===== config.mk =====
export PLATFORM = sky130hd
export DESIGN_NAME = aes_round_ctrl
export DESIGN_NICKNAME = d
export VERILOG_FILES = /design/src/rtl/aes_round_ctrl.sv
export SDC_FILE = /design/constraint.sdc
export NUM_CORES = 1
export LEC_CHECK = 0
export ABC_AREA = 1
export CAP_MARGIN = 5
export CORE_AREA = 2 2 251 253
export DETAILED_ROUTE_END_ITERATION = 12
export DIE_AREA = 0 0 253 255
export MAX_ROUTING_LAYER = met4
export PLACE_DENSITY = 0.51
export SLEW_MARGIN = 30
export SYNTH_ARGS = -nofsm -noshare
export SYNTH_HDL_FRONTEND = slang
export SYNTH_SLANG_ARGS = --single-unit

===== constraint.sdc =====
create_clock -name clk -period 2.3 [get_ports clk]
set_clock_uncertainty 0.1 [all_clocks]
set_input_delay 0.23 -clock clk [delete_from_list [all_inputs] [get_ports clk]]
set_output_delay 0.23 -clock clk [all_outputs]
set_load 0.005 [all_outputs]

===== src/rtl/aes_round_ctrl.sv =====
// Iterative AES-128 encryption sequencer: owns the state register and round counter, fetches round keys,
// and applies AddRoundKey around an external round datapath. Optional abort port: AES_ROUND_CTRL_ABORT_EN.
`timescale 1ns/1ps
module aes_round_ctrl #(
  parameter int NR = 10,
  parameter int RW = 4
) (
  input  logic          clk,
  input  logic          reset,
`ifdef AES_ROUND_CTRL_ABORT_EN
  input  logic          abort,
`endif
  input  logic          in_valid,
  output logic          in_ready,
  input  logic [127:0]  in_data,
  output logic          out_valid,
  input  logic          out_ready,
  output logic [127:0]  out_data,
  output logic          key_req,
  output logic [RW-1:0] key_idx,
  input  logic          key_ack,
  input  logic [127:0]  rk,
  output logic [127:0]  dp_state,
  output logic          dp_last,
  input  logic [127:0]  dp_result,
  output logic          busy
);

  typedef enum logic [1:0] {
    IDLE  = 2'd0,
    ROUND = 2'd1,
    DONE  = 2'd2
  } fsm_t;

  localparam logic [RW-1:0] LAST = RW'(NR);

  fsm_t          fsm;
  logic [RW-1:0] round;
  logic [127:0]  st;
  logic          abort_req;

`ifdef AES_ROUND_CTRL_ABORT_EN
  assign abort_req = abort & (fsm != IDLE);
`else
  assign abort_req = 1'b0;
`endif

  // dp_result is only looked at on an acknowledged round >= 1, so X elsewhere never reaches st.
  always_ff @(posedge clk) begin
    if (reset || abort_req) begin
      fsm   <= IDLE;
      round <= '0;
      st    <= '0;
    end else begin
      case (fsm)
        IDLE: begin
          if (in_valid) begin
            st    <= in_data;
            round <= '0;
            fsm   <= ROUND;
          end
        end
        ROUND: begin
          if (key_ack) begin
            if (round == '0) st <= st ^ rk;
            else             st <= dp_result ^ rk;
            if (round == LAST) fsm   <= DONE;
            else               round <= round + 1'b1;
          end
        end
        DONE: begin
          if (out_ready) begin
            fsm   <= IDLE;
            round <= '0;
          end
        end
        default: begin
          fsm   <= IDLE;
          round <= '0;
        end
      endcase
    end
  end

  // Handshake outputs decode the state register only; reset forces everything low.
  assign in_ready  = ~reset & (fsm == IDLE);
  assign key_req   = ~reset & (fsm == ROUND);
  assign out_valid = ~reset & (fsm == DONE);
  assign busy      = ~reset & (fsm != IDLE);
  assign key_idx   = key_req ? round : '0;
  assign dp_last   = key_req & (round == LAST);
  assign dp_state  = reset ? '0 : st;
  assign out_data  = out_valid ? st : '0;

endmodule


==> run summary, run 1 <==
The flow ran to the end, but the final reports show violations. The final reports fail on setup timing. The mean instance size in the synthesized netlist is 5.49 sq um. The die footprint came out at 64500 sq um. The fill cell total of the finished layout is 6911.

The number of global-route vias before repair is 14700. The signed area change from the synthesized netlist to the final layout came out at 65.2%. The initial antenna violation count is 9. The half-perimeter wire length of the detailed placement result came out at 44.9 mm. The worst setup path is captured at an output port.

The worst pin sits at a relative slew slack of 0.660. The number of max-cap violations came out at 0. The first global-routing pass estimated 88.0 mm of wire. For this run, design rule violations remaining after detail routing come to 0. The maximum number of pins on one net before global-route repair is 93. At the pin with the least slew margin, the transition time is 0.511 ns.

The clock input transition at the sequential cells of the worst setup and hold paths is 0.07 ns. In this run, synthesis produced a sequential element count of 134. The total global routing overflow is 0. The post-synth net total came out at 2647. Including well taps, the total number of placed cells is 3629. The detailed router placed 15800 vias in this run. The share of the synthesized area in the top cell type is 0.239.

Of the synthesized area, sequential elements account for 0.217. The maximum number of buffers from clock root to sink is 2. The number of buffers inserted during clock tree synthesis came out at 17. The routed wire length is 61.1 mm.

The met3 track utilization from global routing came out at 0.0452. At the end of routability-driven placement, the weighted congestion stood at 0.847. Static timing analysis puts the maximum clock frequency at 0.416 GHz. The total area inside the core boundary comes to 62200 sq um. Port buffering added 653 buffers. The cell at the root of the clock tree is sky130_fd_sc_hd__clkbuf_16. The number of distinct library cell variants in the gate-level netlist after synthesis came out at 30. Summed over all instances, the cell type with the most area after synthesis is sky130_fd_sc_hd__nand2_1. The post-placement setup slack is 0.294 ns.

In the global route stage, overall resource usage came out at 0.184. The tightest min-delay check is of the in -> reg type. The kind of cell with the highest combined delay along the critical path is buffers and inverters.

The area of the mapped netlist came out at 12400 sq um. The clock insertion delay at the later pin of the skew report is 0.47 ns. The ratio of final minimum period to clock period came out at 1.05. The arrival time of the worst setup path is 2.07 ns. The floorplan step set the die height to 255 um. The post-detailed-route wirelength per cell is 16.6 um. The critical path in this run is classified as reg -> out. By area the synthesized netlist is led by sky130_fd_sc_hd__nand2_1 24%, sky130_fd_sc_hd__dfxtp_1 22%, sky130_fd_sc_hd__nor2_1 13%, sky130_fd_sc_hd__nand3_1 11%, sky130_fd_sc_hd__inv_1 8.1%. Subtracting the final worst setup slack from the clock period gives 2.40 ns.

The global routing met2 resource utilization came out at 0.309. The number of instances in the synthesized netlist is 2255. In this run the worst path has a maximum fanout of 55.

The initial core utilization is 0.199. In this run the count of I/O pins placed on the die edge is 654. The power density over cell area is 566 nW/um^2. The x dimension of the die is 253 um. The count of yosys warnings during synthesis came out at 0. The number of optimization iterations in the first detailed-route pass is 5.

Walking the worst path, the cells encountered are nor2_4 -> nand2_8 -> buf_12 -> nor2_2 -> clkdlybuf4s50_1. The count of placed standard cells in the final layout, fillers left out is 3676. The final worst slack came out at -0.104 ns. The share of layout cells above drive strength 1 is 0.0788. For this run, global-route usage on met1 was measured as 0.214. The worst setup path is launched from a flop.

The routed via count divided by cell count is 4.30. The total number of H-tree levels came out at 4. The post-detailed-route count of antenna-violating nets is 0. The required time at the endpoint of the critical path is 1.97 ns. The final setup violation count came out at 48. The number of placement rows is 92.

In the final layout, the multi-input gates occupy 7750 sq um. Final hold analysis gives a worst-case slack of 0.0671 ns. The layer flagged by global routing as most heavily used is met2.

For this run, the slowest stage of the critical path takes 0.53 ns. The first routing iteration left 774 violations. The tree built by TritonCTS fans out to 134 sinks. TritonCTS built the clock tree. The area taken by flip-flops and latches came out at 2690 sq um. The buffers plus inverters on the worst setup path is 2.

The net count of the finished layout is 3249. The highest ir drop seen on vdd is 0.000571 V. The leakage power total came out at 9.77 nW. The slowest cell on the critical path is sky130_fd_sc_hd__clkdlybuf4s50_1. The count of endpoints failing hold in the final timing report came out at 0. Setup repair after global routing could not meet its margin everywhere.

The count of final max-slew check failures came out at 0.
-- stage by stage --
stage / TNS [ns] / instance area [sq um] / total power [mW] / utilization
floorplan: 0 / 12400 / 6.29 / -
global placement: 0 / 19600 / 8.47 / 0.315
detailed placement: 0 / 19600 / 8.49 / 0.315
CTS: -5.00 / 20200 / 11.7 / 0.325
global route: -8.14 / 20400 / 12.5 / 0.329
finish: -2.67 / 20400 / 11.6 / 0.329
-- state kept, by name, summed over array words and instances, names as in the netlist --
| signal | count |
|---|---|
| round | 4 |
| st | 128 |
| fsm | 2 |
-- path summary, 6_finish.rpt --
kind	startpoint	to	slack, ns	cells after the start
worst min-delay path	reset	st[98]$_SDFFE_PP0P_	0.07	4
worst max-delay path	fsm[0]$_SDFFE_PP0P_	out_data[6]	-0.10	5
worst max register to register	fsm[1]$_SDFFE_PP0P_	st[76]$_SDFFE_PP0P_	0.34	10
worst min register to register	round[1]$_SDFFE_PP0P_	round[1]$_SDFFE_PP0P_	0.43	2
-- final cells by class --
| type | count | share of cell area |
|---|---|---|
| Clock inverter | 8 | 0.00722 |
| Inverter | 270 | 0.0499 |
| Tap cell | 799 | 0.0489 |
| Antenna cell | 8 | 0.000979 |
| Clock buffer | 23 | 0.0229 |
| Multi-Input combinational cell | 1723 | 0.379 |
| Sequential cell | 134 | 0.131 |
| Timing Repair Buffer | 711 | 0.360 |
-- worst reg2reg max path: stages, from the launching register on --
cell	delay, ns
sky130_fd_sc_hd__dfxtp_2	0.33
sky130_fd_sc_hd__inv_2	0.07
sky130_fd_sc_hd__buf_4	0.15
sky130_fd_sc_hd__nand2_4	0.09
sky130_fd_sc_hd__inv_8	0.21
sky130_fd_sc_hd__nand2_8	0.11
sky130_fd_sc_hd__nand4_4	0.11
sky130_fd_sc_hd__buf_12	0.33
sky130_fd_sc_hd__nor2_1	0.23
sky130_fd_sc_hd__nand2_1	0.09
sky130_fd_sc_hd__nand2_1	0.04
-- Yosys cell counts --
cell type and count:
sky130_fd_sc_hd__buf_2 57, sky130_fd_sc_hd__nor3_1 1, sky130_fd_sc_hd__buf_12 1, sky130_fd_sc_hd__inv_6 1
sky130_fd_sc_hd__nand3b_1 128, sky130_fd_sc_hd__buf_8 10, sky130_fd_sc_hd__xnor2_1 1, sky130_fd_sc_hd__dfxtp_1 134
sky130_fd_sc_hd__a31oi_1 1, sky130_fd_sc_hd__nand4_1 1, sky130_fd_sc_hd__nor2_4 1, sky130_fd_sc_hd__nand2_2 2
sky130_fd_sc_hd__nand3_1 260, sky130_fd_sc_hd__nand2_8 1, sky130_fd_sc_hd__dlymetal6s2s_1 1, sky130_fd_sc_hd__nand4_4 1
sky130_fd_sc_hd__clkbuf_1 12, sky130_fd_sc_hd__nor2_2 100, sky130_fd_sc_hd__clkbuf_8 12, sky130_fd_sc_hd__o21ai_0 2
sky130_fd_sc_hd__nand3_2 1, sky130_fd_sc_hd__a21oi_1 2, sky130_fd_sc_hd__inv_2 1, sky130_fd_sc_hd__ha_1 3
sky130_fd_sc_hd__nor2_1 428, sky130_fd_sc_hd__nand2_4 1, sky130_fd_sc_hd__buf_4 6, sky130_fd_sc_hd__nand2_1 789
sky130_fd_sc_hd__buf_6 29, sky130_fd_sc_hd__inv_1 268
-- timing repair --
item | CTS | global route
setup endpoints to repair | 134 | 81
gates cloned | 1 | 2
hold buffers | 1 | 0
buffers inserted | 0 | 4
endpoints found under the hold margin | 3 | 0
resized for setup | 74 | 33
-- metal layers --
metal  vias to the layer above  part of all wire
li1                       8062                 -
met2                       535              0.49
met3                        77             0.068
met1                      7138              0.42
met4                         0             0.029
met5                         -                 0
-- power breakdown --
group / internal [mW] / switching [mW]
Sequential: 2.73 / 0.0989
Clock: 1.87 / 1.23
Combinational: 2.45 / 3.19
-- logic make-up (layout without fill, tap and decap cells) --
kind of cell	after synthesis	after routing	synth area share
compound gates	5	5	0.00212
other cells	0	8	0
buf+inv	398	1012	0.167
fa+ha+maj	3	3	0.00303
xor+xnor	1	1	0.000708
simple gates	1714	1714	0.610
flops	134	134	0.217
-- cells in the final DEF (no fill, tap or decap), types with 4 or more instances in the layout --
cell	instances
sky130_fd_sc_hd__nor2_2	124
sky130_fd_sc_hd__bufinv_16	4
sky130_fd_sc_hd__clkbuf_16	19
sky130_fd_sc_hd__nor2_4	4
sky130_fd_sc_hd__nand2_1	788
sky130_fd_sc_hd__buf_4	28
sky130_fd_sc_hd__nand3_1	260
sky130_fd_sc_hd__diode_2	8
sky130_fd_sc_hd__nor2_1	401
sky130_fd_sc_hd__buf_12	26
sky130_fd_sc_hd__clkbuf_1	4
sky130_fd_sc_hd__inv_1	267
sky130_fd_sc_hd__dlymetal6s2s_1	18
sky130_fd_sc_hd__clkdlybuf4s50_1	581
sky130_fd_sc_hd__dfxtp_1	132
sky130_fd_sc_hd__nand3b_1	128
sky130_fd_sc_hd__dlygate4sd2_1	53
No activity file was read; power rests on OpenSTA's default activity.
==> inputs of run 2 (changes only) <==
CAP_MARGIN = unset   (was 5)
CORE_AREA = 2 2 256 258   (was 2 2 251 253)
DIE_AREA = 0 0 258 260   (was 0 0 253 255)
PLACE_DENSITY = 0.49   (was 0.51)
==> run summary, run 2 (synthesis gave the netlist of run 1 again) <==
The top-level I/O count is 654 (unchanged). The leakage power total is 9.15 nW (was 9.77 nW). The initial antenna violation count came to 7 (was 9).

Result of the run: finished, violations left (unchanged). The number of global-route vias before repair came to 14900 (was 14700). The final setup violation count came out at 101 (was 48). The path class of the lowest-slack min-delay path is in -> reg (unchanged). The clock insertion delay at the later pin of the skew report came out at 0.48 ns (was 0.47 ns). The type of origin of the critical path is a flop (unchanged). The placement-stage cell area came out at 19600 sq um (about the same).

The fill cell total of the finished layout is 7181 (was 6911). The post-detailed-route wirelength per cell came out at 16.5 um (was 16.6 um). The fmax is 0.416 GHz (about the same). The net switching power came to 4.62 mW (was 4.52 mW). The number of sinks handled by clock tree synthesis is 134 (unchanged). The maximum number of pins on one net before global-route repair is 93 (unchanged). The routed wire length is 61.7 mm (was 61.1 mm). The maximum number of buffers from clock root to sink came to 2 (unchanged). The combinational share of power was 0.496 (was 0.488).

The clock share of power is 0.254 (was 0.267). The number of optimization iterations in the first detailed-route pass came out at 6 (was 5). The total number of H-tree levels came out at 4 (unchanged). The combined global-route utilization of all metal layers came out at 0.184 (about the same). The height of the die was 260 um (was 255 um). The fraction of power spent switching nets was 0.408 (was 0.390). The signed area change from the synthesized netlist to the final layout is 64.4% (was 65.2%). The worst flop-to-flop path startpoint was round[1]$_SDFFE_PP0P_ (was fsm[1]$_SDFFE_PP0P_). The x dimension of the die came out at 258 um (was 253 um). The CTS tree was yes (unchanged). The headroom to the max-slew limit came out at 0.686 (was 0.660).

Unrepaired setup endpoints after global routing: true (unchanged). The post-detailed-route count of antenna-violating nets came out at 0 (unchanged). The largest register by flop count is st (unchanged). The required time at the endpoint of the critical path came out at 1.97 ns (about the same).

The power density over cell area came out at 558 nW/um^2 (was 566 nW/um^2). The cell at the root of the clock tree is sky130_fd_sc_hd__clkbuf_16 (unchanged). The power share of the sequential group is 0.250 (was 0.245).

The internal power summed over all cells came out at 6.72 mW (was 7.05 mW). The count of hold-fix buffers inserted at cts is 0 (was 1). The wire length of the first global-routing pass was 90.8 mm (was 88.0 mm). The detailed router's first-iteration violation count came to 791 (was 774). The ratio of final minimum period to clock period is 1.05 (about the same). The total power after layout is 11.3 mW (was 11.6 mW). The count of final max-slew check failures came out at 0 (unchanged). The routed via count divided by cell count came out at 4.19 (was 4.30). The most common library cell in the layout ignoring fill and taps is sky130_fd_sc_hd__nand2_1 (unchanged). The post-CTS setup buffer count is 0 (unchanged). The share of the core filled with cells in the final layout is 0.317 (was 0.329). The capturing element type of the critical path was an output port (unchanged). The number of max-cap violations was 0 (unchanged). The flip-flop count of the largest register, all copies and words added came out at 128 (unchanged). The net total in the final layout is 3242 (was 3249). The timing startpoint of the critical path was fsm[1]$_SDFFE_PP0P_ (was fsm[0]$_SDFFE_PP0P_). The number of buffers inserted during clock tree synthesis came out at 17 (unchanged).

The placer congestion estimate is 0.881 (was 0.847). The count of endpoints failing hold in the final timing report came out at 0 (unchanged). The highest ir drop seen on vdd came out at 0.000546 V (was 0.000571 V). The number of placement rows is 93 (was 92). The actual slew at the worst max-slew pin is 0.470 ns (was 0.511 ns).

The number of buffers inserted by port buffering came to 653 (unchanged). The half-perimeter wire length of the detailed placement result is 47.3 mm (was 44.9 mm). The total global routing overflow was 0 (unchanged). The final worst slack is -0.106 ns (was -0.104 ns).

The arrival time of the worst setup path is 2.08 ns (was 2.07 ns). The highest fanout seen on the critical path came out at 60 (was 55). Most used cells in the layout excluding fill and tap cells: 788 x sky130_fd_sc_hd__nand2_1, 647 x sky130_fd_sc_hd__clkdlybuf4s50_1, 384 x sky130_fd_sc_hd__nor2_1, 267 x sky130_fd_sc_hd__inv_1, 260 x sky130_fd_sc_hd__nand3_1 (was 788 x sky130_fd_sc_hd__nand2_1, 581 x sky130_fd_sc_hd__clkdlybuf4s50_1, 401 x sky130_fd_sc_hd__nor2_1, 267 x sky130_fd_sc_hd__inv_1, 260 x sky130_fd_sc_hd__nand3_1). Violations in the final reports: setup timing (unchanged).

The kind of critical path is reg -> out (unchanged). The initial core utilization came out at 0.193 (was 0.199). The total DRC errors in the routed layout is 0 (unchanged). The post-route minimum period was 2.41 ns (was 2.40 ns). The die footprint is 67100 sq um (was 64500 sq um). The share of layout cells above drive strength 1 is 0.0849 (was 0.0788). Largest registers in the final layout: st x128, round x4, fsm x2 (unchanged). The overall via count from detail_route is 15600 (was 15800). The start point of the worst min-delay path was reset (unchanged). The design area is 20300 sq um (was 20400 sq um). The area of the placeable core came to 64100 sq um (was 62200 sq um). The clock input transition at the sequential cells of the worst setup and hold paths came to 0.07 ns (about the same).
-- run 2: stage by stage --
stage / setup TNS (ns) / cells / hold slack, ns / setup slack [ns]
floorplan: 0 / 2255 / 0.298 / 0.700
global placement: 0 / 3686 / 0.417 / 0.330
detailed placement: 0 / 3686 / 0.422 / 0.274
CTS: -8.02 / 3717 / 0.143 / -0.0942
global route: -17.42 / 3724 / 0.198 / -0.179
finish: -5.58 / 3727 / 0.183 / -0.106
-- run 2: worst paths after layout --
path	slack, ns	end	cells past startpoint
setup / recovery	-0.11	out_data[21]	6
hold / removal	0.18	st[55]$_SDFFE_PP0P_	5
setup reg to reg	0.38	st[33]$_SDFFE_PP0P_	9
hold reg to reg	0.40	round[1]$_SDFFE_PP0P_	2
-- run 2: area by class of cell --
type / count / area [sq um] / share of cell area
Multi-Input combinational cell: 1723 / 7790 / 0.383
Antenna cell: 10 / 25.0 / 0.00123
Clock buffer: 20 / 467 / 0.0229
Timing Repair Buffer: 704 / 7180 / 0.353
Clock inverter: 11 / 101 / 0.00498
Inverter: 270 / 1020 / 0.0503
Tap cell: 855 / 1070 / 0.0526
Sequential cell: 134 / 2690 / 0.132
-- run 2: per-layer routing --
layer	vias up	track usage	routed length, um
li1	8034	-	-
met1	7059	0.218	26800
met2	449	0.307	29700
met3	76	0.0374	3550
met4	0	0.0662	1640
met5	-	-	0
-- run 2: what timing repair did --
item / in CTS / in global routing
gates cloned: 0 / 0
pin swaps: 0 / 1
setup endpoints to repair: 134 / 134
resized for setup: 22 / 37
-- run 2: worst max-delay path, stage by stage (launching register included) --
cell and delay [ns]:
sky130_fd_sc_hd__dfxtp_2 0.36, sky130_fd_sc_hd__inv_4 0.07, sky130_fd_sc_hd__nor2_4 0.11, sky130_fd_sc_hd__nand2_4 0.08, sky130_fd_sc_hd__buf_12 0.18, sky130_fd_sc_hd__nor2_1 0.17, sky130_fd_sc_hd__clkdlybuf4s50_1 0.52
-- run 2: power by group through the flow --
stage / registers (mW) / clock network, mW / logic, mW
2_1_floorplan: 2.86 / 0 / 3.42
3_3_place_gp: 2.87 / 0 / 5.63
3_5_place_dp: 2.88 / 0 / 5.63
4_1_cts: 2.83 / 3.00 / 5.67
5_1_grt: 2.87 / 3.07 / 6.29
6_report: 2.83 / 2.88 / 5.63
